$ cat config.mk
export PLATFORM = sky130hd
export DESIGN_NAME = tx_lp_sequencer
export DESIGN_NICKNAME = d
export VERILOG_FILES = /design/src/rtl/tx_lp_sequencer.sv
export SDC_FILE = /design/constraint.sdc
export NUM_CORES = 1
export LEC_CHECK = 0
export CORE_UTILIZATION = 51
export CTS_BUF_LIST = sky130_fd_sc_hd__clkbuf_4 sky130_fd_sc_hd__clkbuf_8
export CTS_CLUSTER_DIAMETER = 80
export DETAILED_ROUTE_END_ITERATION = 10
export PLACE_DENSITY = 0.85
export SLEW_MARGIN = 30
export SYNTH_ARGS = -nofsm -noshare
export SYNTH_HDL_FRONTEND = slang
export SYNTH_SLANG_ARGS = --single-unit
$ cat constraint.sdc
create_clock -name clk -period 2.52 [get_ports clk]
set_input_delay 0.252 -clock clk [delete_from_list [all_inputs] [get_ports clk]]
set_output_delay 0.252 -clock clk [all_outputs]
set_load 0.05 [all_outputs]
$ cat src/rtl/tx_lp_sequencer.sv
// C-PHY slave TX LP sequencer: HS-burst entry/exit and bus turnaround over one shared TX timer.
// Optional watchdog fault path compiled in with `define TXSEQ_WDOG_EN.
module tx_lp_sequencer #(
  parameter int unsigned WDOG_CYC = 64,
  parameter int unsigned STATE_W  = 3
) (
  input  logic               clk,
  input  logic               rst_n,
  input  logic               hs_req,
  input  logic               hs_done,
  input  logic               ta_req,
  input  logic               timeout,
  output logic               timer_en,
  output logic               timer_seed,
  output logic [2:0]         lp_tx,
  output logic               lp_oe,
  output logic               hs_tx_en,
  output logic               ta_done,
  output logic               busy,
  output logic [STATE_W-1:0] state_o,
  output logic               wdog_err
);

  typedef enum logic [2:0] {
    ST_STOP     = 3'd0,
    ST_HS_RQST  = 3'd1,
    ST_HS_PREP  = 3'd2,
    ST_HS_BURST = 3'd3,
    ST_HS_EXIT  = 3'd4,
    ST_TA_GO    = 3'd5,
    ST_TA_REL   = 3'd6,
    ST_FAULT    = 3'd7
  } state_e;

  function automatic logic is_timed(input state_e s);
    return (s == ST_HS_RQST) || (s == ST_HS_PREP) || (s == ST_HS_EXIT) || (s == ST_TA_GO);
  endfunction

  state_e     state_q, state_d;
  logic       timer_en_q, timer_en_d;
  logic       timer_seed_q, timer_seed_d;
  logic [2:0] lp_tx_q, lp_tx_d;
  logic       lp_oe_q, lp_oe_d;
  logic       hs_tx_en_q, hs_tx_en_d;
  logic       ta_done_q, ta_done_d;
  logic       busy_q, busy_d;
  logic       ta_pend_q, ta_pend_d;
  logic       entry;

`ifdef TXSEQ_WDOG_EN
  localparam int unsigned WDOG_W = $clog2(WDOG_CYC + 1);
  logic [WDOG_W-1:0] wdog_q, wdog_d;
  logic              wdog_err_q, wdog_err_d;
  logic              wdog_hit;

  assign wdog_hit = is_timed(state_q) && timer_en_q && !timeout &&
                    (wdog_q == WDOG_W'(WDOG_CYC - 1));
`endif

  // Next state
  always_comb begin
    state_d = state_q;
    case (state_q)
      ST_STOP: begin
        if (hs_req)                    state_d = ST_HS_RQST;
        else if (ta_req || ta_pend_q)  state_d = ST_TA_GO;
      end
      ST_HS_RQST:  if (timeout) state_d = ST_HS_PREP;
      ST_HS_PREP:  if (timeout) state_d = ST_HS_BURST;
      ST_HS_BURST: if (hs_done) state_d = ST_HS_EXIT;
      ST_HS_EXIT:  if (timeout) state_d = ST_STOP;
      ST_TA_GO:    if (timeout) state_d = ST_TA_REL;
      ST_TA_REL:   state_d = ST_STOP;
      ST_FAULT:    if (!hs_req) state_d = ST_STOP;
      default:     state_d = ST_STOP;
    endcase
`ifdef TXSEQ_WDOG_EN
    if (wdog_hit) state_d = ST_FAULT;
`endif
  end

  assign entry = (state_d != state_q);

  // Outputs decoded from the next state so they register alongside it.
  // The entry cycle of a timed state holds timer_en low so the timer reloads.
  always_comb begin
    lp_tx_d      = 3'b111;
    lp_oe_d      = 1'b1;
    hs_tx_en_d   = 1'b0;
    timer_seed_d = (state_d == ST_TA_GO);
    timer_en_d   = is_timed(state_d) && !entry;
    ta_done_d    = (state_d == ST_TA_REL);
    busy_d       = (state_d != ST_STOP);
    case (state_d)
      ST_HS_RQST:  lp_tx_d = 3'b001;
      ST_HS_PREP:  lp_tx_d = 3'b000;
      ST_HS_BURST: begin
        lp_tx_d    = 3'b000;
        lp_oe_d    = 1'b0;
        hs_tx_en_d = 1'b1;
      end
      ST_TA_GO:    lp_tx_d = 3'b000;
      ST_TA_REL: begin
        lp_tx_d = 3'b000;
        lp_oe_d = 1'b0;
      end
      default:     lp_tx_d = 3'b111;
    endcase
  end

  // A turnaround request that cannot start now is remembered; repeats collapse.
  always_comb begin
    ta_pend_d = ta_pend_q;
    if (state_q == ST_TA_REL)                           ta_pend_d = 1'b0;
    if ((state_q == ST_FAULT) && (state_d == ST_STOP))  ta_pend_d = 1'b0;
    if (ta_req && !((state_q == ST_STOP) && !hs_req))   ta_pend_d = 1'b1;
  end

  always_ff @(posedge clk or negedge rst_n) begin
    if (!rst_n) begin
      state_q      <= ST_STOP;
      timer_en_q   <= 1'b0;
      timer_seed_q <= 1'b0;
      lp_tx_q      <= 3'b111;
      lp_oe_q      <= 1'b1;
      hs_tx_en_q   <= 1'b0;
      ta_done_q    <= 1'b0;
      busy_q       <= 1'b0;
      ta_pend_q    <= 1'b0;
    end else begin
      state_q      <= state_d;
      timer_en_q   <= timer_en_d;
      timer_seed_q <= timer_seed_d;
      lp_tx_q      <= lp_tx_d;
      lp_oe_q      <= lp_oe_d;
      hs_tx_en_q   <= hs_tx_en_d;
      ta_done_q    <= ta_done_d;
      busy_q       <= busy_d;
      ta_pend_q    <= ta_pend_d;
    end
  end

`ifdef TXSEQ_WDOG_EN
  // Counts enabled timer cycles within one state visit.
  always_comb begin
    wdog_d = wdog_q;
    if (entry)           wdog_d = '0;
    else if (timer_en_q) wdog_d = wdog_q + WDOG_W'(1);
    wdog_err_d = wdog_err_q | (state_d == ST_FAULT);
  end

  always_ff @(posedge clk or negedge rst_n) begin
    if (!rst_n) begin
      wdog_q     <= '0;
      wdog_err_q <= 1'b0;
    end else begin
      wdog_q     <= wdog_d;
      wdog_err_q <= wdog_err_d;
    end
  end

  assign wdog_err = wdog_err_q;
`else
  assign wdog_err = 1'b0;
`endif

  assign timer_en   = timer_en_q;
  assign timer_seed = timer_seed_q;
  assign lp_tx      = lp_tx_q;
  assign lp_oe      = lp_oe_q;
  assign hs_tx_en   = hs_tx_en_q;
  assign ta_done    = ta_done_q;
  assign busy       = busy_q;
  assign state_o    = STATE_W'(state_q);

endmodule

-- After elaboration in Yosys (flattened, before gate mapping)
Cells that the tools add are included.
- bits in registers: 13
- reductions and logical operators: 17
- mux-type cells: 15
- eq/ne operators: 14
- operators with widths (cell ; count):
    $mux 3 ; 8
    $pmux 3 s8 ; 1
    $eq 3x3->1 const B ; 7
    $eq 3x2->1 const B ; 4
    $eq 3x1->1 const B ; 2
    $logic_not 3->1 ; 2
    $pmux 3 s2 ; 1
    $reduce_bool 3->1 ; 2
    $mux 1 ; 5
    $logic_and 1x1->1 ; 4
    $logic_or 1x1->1 ; 4
    $reduce_or 4->1 ; 1
    $logic_not 1->1 ; 3
    $ne 3x3->1 ; 1
    $reduce_or 2->1 ; 1

-- Logic depth before layout (Yosys ltp)
Gate-level depths: netlist of run 1.
- word-level depth: 9
- gate-level depth with buffers: 7

-- Least setup slack after synthesis of run 1
Ideal clock, no wire load.
- kind: reg-to-reg
- start: reg state_q[2] (netlist: state_o[2])
- end: reg timer_en_q (netlist: timer_en)
- stages on the path, launching flop included: 7
- setup slack: 0.622 ns
- buffers on the path: 1
- data arrival time: 1.778 ns
- clock period less this slack: 1.898 ns
- setup time: 0.120 ns
- path through: dfrtp_1 -> buf_6 -> and4b_4 -> a221oi_2 -> nand3_2 -> a21o_1 -> and3_1
- word-level cells in the longest chain between the ends: 8
- RTL lines (item ; line ; text):
    start: declaration ; 39 ; state_e state_q, state_d;
    start signal: assignment ; 131 ; state_q <= state_d;
    $mux 3 ; 66 ; else if (ta_req || ta_pend_q) state_d = ST_TA_GO;
    $mux 3 ; 65 ; if (hs_req) state_d = ST_HS_RQST;
    $pmux 3 s8 ; 63 ; case (state_q)
    $eq 3x1->1 / $eq 3x2->1 (equally long branches) ; 36 ; return (s == ST_HS_RQST) || (s == ST_HS_PREP) || (s == ST_HS_EXIT) || (s == ST_TA_GO);
    $logic_or 1x1->1 (3 in a row) ; 36 ;
    $logic_and 1x1->1 * ; 91 ; timer_en_d = is_timed(state_d) && !entry;
    via timer_en_d ; 40 ; logic timer_en_q, timer_en_d;
    end signal: assignment ; 132 ; timer_en_q <= timer_en_d;
    end: declaration ; 40 ;
Mark *: on every way through the listed nets, which the timed path passes. The rest lies on a longest branch.
A chain may end at the register's enable or synchronous reset.

-- Worst setup path after layout of run 1
- start: reg state_q[0] (netlist: state_o[0])
- end: out state_o[0]
- RTL lines (item ; line ; text):
    end: declaration ; 20 ; output logic [STATE_W-1:0] state_o,
No word-level cell between the ends.

==> run summary, run 1 <==
status: finished clean
Starting DRT DRC Count: 14
RSZ-0062 raised after global routing: no
Setup crit start: state_o[0]
wire per inst: 12.9 um
Seq cells post-synth: 12
Post-Route WL: 1.21 mm
Post-DP HPWL: 908 um
TritonCTS Buffers: 3
syn_area_per_cell: 10.3 um2
clock latency on the worst-skew pair: 0.27 ns
R2R Path Start: state_o[0]
type of origin of the critical path: register
# clock sinks: 12
Post-DP Area: 811 um2
via count: 503
# IOs: 19
worst min path class: in2async
CP max FO: 13
largest net degree at the start of global routing: 14
DRC: 0
Slew Limit Fails: 0
Worst Tran Pin Value: 0.533 ns
Final Hold Viols: 0
max_cap viols: 0
# H-tree levels: 1
part of the cycle the worst path needs: 81.4%
Post-synth EDFFs: 0
# hold bufs at CTS: 0
largest family of logic cells by synthesized area: simple AND/OR/NAND/NOR gates
max incr delay on CP: 0.89 ns
Synth Flop Type: dfrtp_1
post-cts sizing count: 0
R2R setup slack: 0.70 ns
most frequent cells after synthesis: dfrtp_1, inv_1, nand2_1, nor2_1
Final ANT Viol Nets: 0
CP max stage cell: clkdlybuf4s50_1
ranking of synthesized cells by area: dfrtp_1, dfstp_2, a221oi_2
Max-slew headroom: 64.4%
Reg2Reg Depth: 5
Worst R2R End: timer_en
Die Y: 38.0 um
syn_nets: 70
Worst EP required: 2.27 ns
antenna violations before repair: 0
Buf/Inv on CP: 1
die area: 0.00145 mm2
fraction of registers with async set/reset: 100%
Final Critical Period: 2.05 ns
Synth Cell Area: 662 um2
Synth Area in Compound Gates: 18.1%
register area share after synthesis: 45.9%
area grow syn2layout: 28.0%
most common cell in the netlist: dfrtp_1
Final Wtd Congestion: 0.844
Synth Area in Adders: 0%
number of global-route vias before repair: 439
fill count: 80
Synth cell types: 31
# rows: 12
fmax: 488 MHz
final setup fails: 0
clk buf depth: 2
first-pass GRT wire length: 1.94 mm
vias per cell: 5.35
Synth area leader: dfrtp_1
arrival time at the worst endpoint: 1.80 ns
Post-Synth Simple-Gate Area: 25.3%
root buffer cell: clkbuf_4
GRT Resource Usage Total: 20.2%
post-synthesis mux area share: 0%
Placed Cells: 90
fin nets: 87
Clock transition at path regs: 0.07 ns
setup TNS: 0 ns
Crit path max-delay family: buffers and inverters
instance count of the mapped netlist: 64
n_diodes: 0
layout cells sized above 1: 18.8%
chip width: 38.0 um
fin area: 847 um2
post-synthesis xor/xnor area fraction: 1.32%
post-route insts no fill: 94
TritonCTS clock tree: done
CP Capture Type: output pin
Synth top area share: 34.0%
1st-pass router iterations: 2
Crit Path Class: reg2out
Initial Util: 57.3%
YS warnings: 0
number of I/O port buffers: 17
grt ovf: 0
post-CTS setup buffer count: 0
CP cell instances: clkdlybuf4s50_1
CORE AREA: 0.00116 mm2
Worst Clk Skew: 0.00492 ns
-- cell usage in the layout, fill, tap and decap left out, types with 2 or more instances in the layout --
cell type / n
nand3_1: 3
o21ai_1: 3
nor2b_1: 3
and3_1: 2
a21oi_1: 2
nor2_1: 4
clkdlybuf4s50_1: 17
dfstp_2: 3
a221oi_2: 2
inv_1: 5
clkbuf_4: 3
dfrtp_1: 9
nand2_1: 4
a31oi_1: 3
-- final cells by class --
class	count	area (um2)	area share (%)
multi-input combinational	42	300	35.5
clock buffer	4	36.3	4.28
inverter	5	18.8	2.22
sequential	12	304	35.9
timing repair buffer	17	170	20.1
tap	14	17.5	2.07
-- cells by family after synthesis --
family,count (synthesis)
DFF,12
other,1
AOI/OAI and AO/OA,15
xor gates and xnor gates,1
and+or+nand+nor,25
buffers and inverters,10
-- stage by stage --
step | util [%] | hold slack (ns) | setup WS [ns]
detailed placement | 70.1 | 0.531 | 0.531
floorplan | - | -0.0436 | 0.622
finish | 73.3 | 0.314 | 0.470
global placement | 70.1 | 0.518 | 0.568
global route | 73.3 | 0.346 | 0.412
CTS | 73.3 | 0.328 | 0.477
-- per-layer routing --
layer | up-vias | global-route usage [%] | part of all wire (%)
li1 | 259 | - | -
met1 | 229 | 27.9 | 52
met2 | 11 | 28.8 | 44
met3 | 4 | 6.98 | 3.6
met4 | 0 | 8.04 | 0.99
met5 | - | 0 | 0
-- worst max path at each step --
stage,slack (ns),to,cells past startpoint
floorplan,0.62,timer_en,6
global placement,0.57,ta_pend_q,6
detailed placement,0.53,ta_pend_q,6
CTS,0.48,state_o[0],1
global route,0.41,state_o[0],1
finish,0.47,state_o[0],1
-- flip-flops by register name, summed over array words and instances, names as in the netlist --
name	count
busy	1
hs_tx_en	1
lp_oe	1
lp_tx	2
state_o	3
ta_done	1
ta_pend_q	1
timer_en	1
timer_seed	1
Power of run 1 is not shown: default switching activity piles up to over one toggle a cycle in this logic, so the estimate is an artifact.
==> run 2, diff against run 1 <==
Settings changed: CORE_UTILIZATION 51 to 48, PLACE_DENSITY 0.85 to 0.81.
Clock period 2.52 ns to 2.1 ns, I/O delays scaled along.
==> run 2 against run 1 <==
Flip-flop and latch count did not move. Die area up 5.9%. Sequential share of layout area fell by 0.37 points. Cell count is 2.1% higher. Wire length increased by 5.0%. First-iteration DRC count grew 14%. Via count rose by 7.8%. Count of clock-buffer cells in the layout is the same. Global-route usage decreased by 0.76 points. Non-clock buffer count rose by 1. Largest cell class unchanged.
==> run summary, run 2 (same netlist as run 1, synthesis figures left out) <==
Worst Tran Pin Value: 0.510 ns (-0.0223 ns)
Worst Clk Skew: 0.000719 ns (-0.00420 ns)
via count: 542 (+7.8%)
# H-tree levels: 1 (unchanged)
clk buf depth: 2 (unchanged)
CP max stage cell: clkdlybuf4s50_1
grt ovf: 0 (unchanged)
# hold bufs at CTS: 0 (unchanged)
status: finished clean
area grow syn2layout: 29.3%
final setup fails: 0 (unchanged)
Max-slew headroom: 65.9% (+1.4 points)
max_cap viols: 0 (unchanged)
max reg flops: 3 (unchanged)
DRC: 0 (unchanged)
1st-pass router iterations: 4 (+2)
fin nets: 88 (+1.1%)
Final Critical Period: 1.99 ns
Final Hold Viols: 0 (unchanged)
TritonCTS clock tree: done
Crit Path Class: reg2out
Final Wtd Congestion: 0.806 (-4.5%)
clock latency on the worst-skew pair: 0.26 ns (about the same)
first-pass GRT wire length: 1.96 mm (+1.1%)
worst min path class: in2async
max incr delay on CP: 0.89 ns (about the same)
post-cts sizing count: 0 (unchanged)
CP cell instances: clkdlybuf4s50_1
Slew Limit Fails: 0 (unchanged)
vias per cell: 5.65 (+5.5%)
number of I/O port buffers: 17 (unchanged)
wire per inst: 13.2 um (+2.8%)
TritonCTS Buffers: 3 (unchanged)
Crit path max-delay family: buffers and inverters
post-CTS setup buffer count: 0 (unchanged)
Die Y: 39.1 um (+2.9%)
# clock sinks: 12 (unchanged)
CP Capture Type: output pin
number of global-route vias before repair: 467 (+6.4%)
# rows: 13 (+1)
fill count: 101 (+26%)
most frequent cells in the layout: clkdlybuf4s50_1, dfrtp_1, inv_1
Worst EP required: 1.89 ns (-0.38 ns)
Post-DP HPWL: 967 um (+6.6%)
Buf/Inv on CP: 1 (unchanged)
commonest non-fill, non-tap cell in the layout: clkdlybuf4s50_1
layout cells sized above 1: 19.8% (+1.0 points)
n_diodes: 0 (unchanged)
Post-Route WL: 1.27 mm (+5.0%)
fmax: 504 MHz
Starting DRT DRC Count: 16 (+2)
CP max FO: 13 (unchanged)
setup TNS: 0 ns (unchanged)
antenna violations before repair: 0 (unchanged)
Initial Util: 51.5% (-5.7 points)
part of the cycle the worst path needs: 94.5%
largest net degree at the start of global routing: 14 (unchanged)
RSZ-0062 raised after global routing: no
chip width: 39.1 um (+2.9%)
Clock transition at path regs: 0.07 ns (about the same)
arrival time at the worst endpoint: 1.78 ns (-0.02 ns)
# IOs: 19 (unchanged)
type of origin of the critical path: register
CORE AREA: 0.00128 mm2 (+11%)
root buffer cell: clkbuf_4
Final ANT Viol Nets: 0 (unchanged)
GRT Resource Usage Total: 19.4% (-0.76 points)
die area: 0.00153 mm2 (+5.9%)
## run 2: cell count changes in the layout (fill, tap and decap cells not counted)
cell / before / now
buf_4: 0 / 1
## run 2: per-layer routing
| metal | GRT usage (%) | up-vias | wire [um] |
|---|---|---|---|
| li1 | - | 259 | - |
| met5 | 0 | - | 0 |
| met2 | 33.8 | 16 | 642 |
| met1 | 24.2 | 265 | 559 |
| met3 | 2.31 | 2 | 62 |
| met4 | 7.76 | 0 | 6 |
## run 2: worst paths after layout
kind / start / end / slack [ns] / cells past startpoint
worst min register to register: ta_pend_q / ta_pend_q / 0.53 / 1
min in group clk: ta_pend_q / ta_pend_q / 0.53 / 1
worst min-delay path: rst_n / hs_tx_en / 0.28 / 1
max in group asynchronous: rst_n / lp_tx[1] / 1.47 / 1
worst max register to register: state_o[2] / timer_en / 0.34 / 5
worst max-delay path: state_o[0] / state_o[0] / 0.11 / 1
## run 2: metrics by stage
stage               worst slack [ns]  hold WS, ns  utilization (%)  instances  cell area, um2
finish                         0.114        0.278             66.6         96             856
detailed placement             0.182        0.521             63.8         92             820
global placement               0.277        0.515             63.8         92             820
floorplan                      0.202      -0.0856                -         64             662
CTS                           0.0997        0.295             66.6         96             856
global route                  0.0438        0.319             66.6         96             856
## run 2: final cells by class
| type | instances | area (um2) | area share (%) |
|---|---|---|---|
| Clock buffer | 4 | 36.3 | 4.24 |
| Inverter | 5 | 18.8 | 2.19 |
| Multi-Input combinational cell | 42 | 300 | 35.1 |
| Sequential cell | 12 | 304 | 35.5 |
| Tap cell | 15 | 18.8 | 2.19 |
| Timing Repair Buffer | 18 | 178 | 20.8 |
Power of run 2 is left out for the same reason.
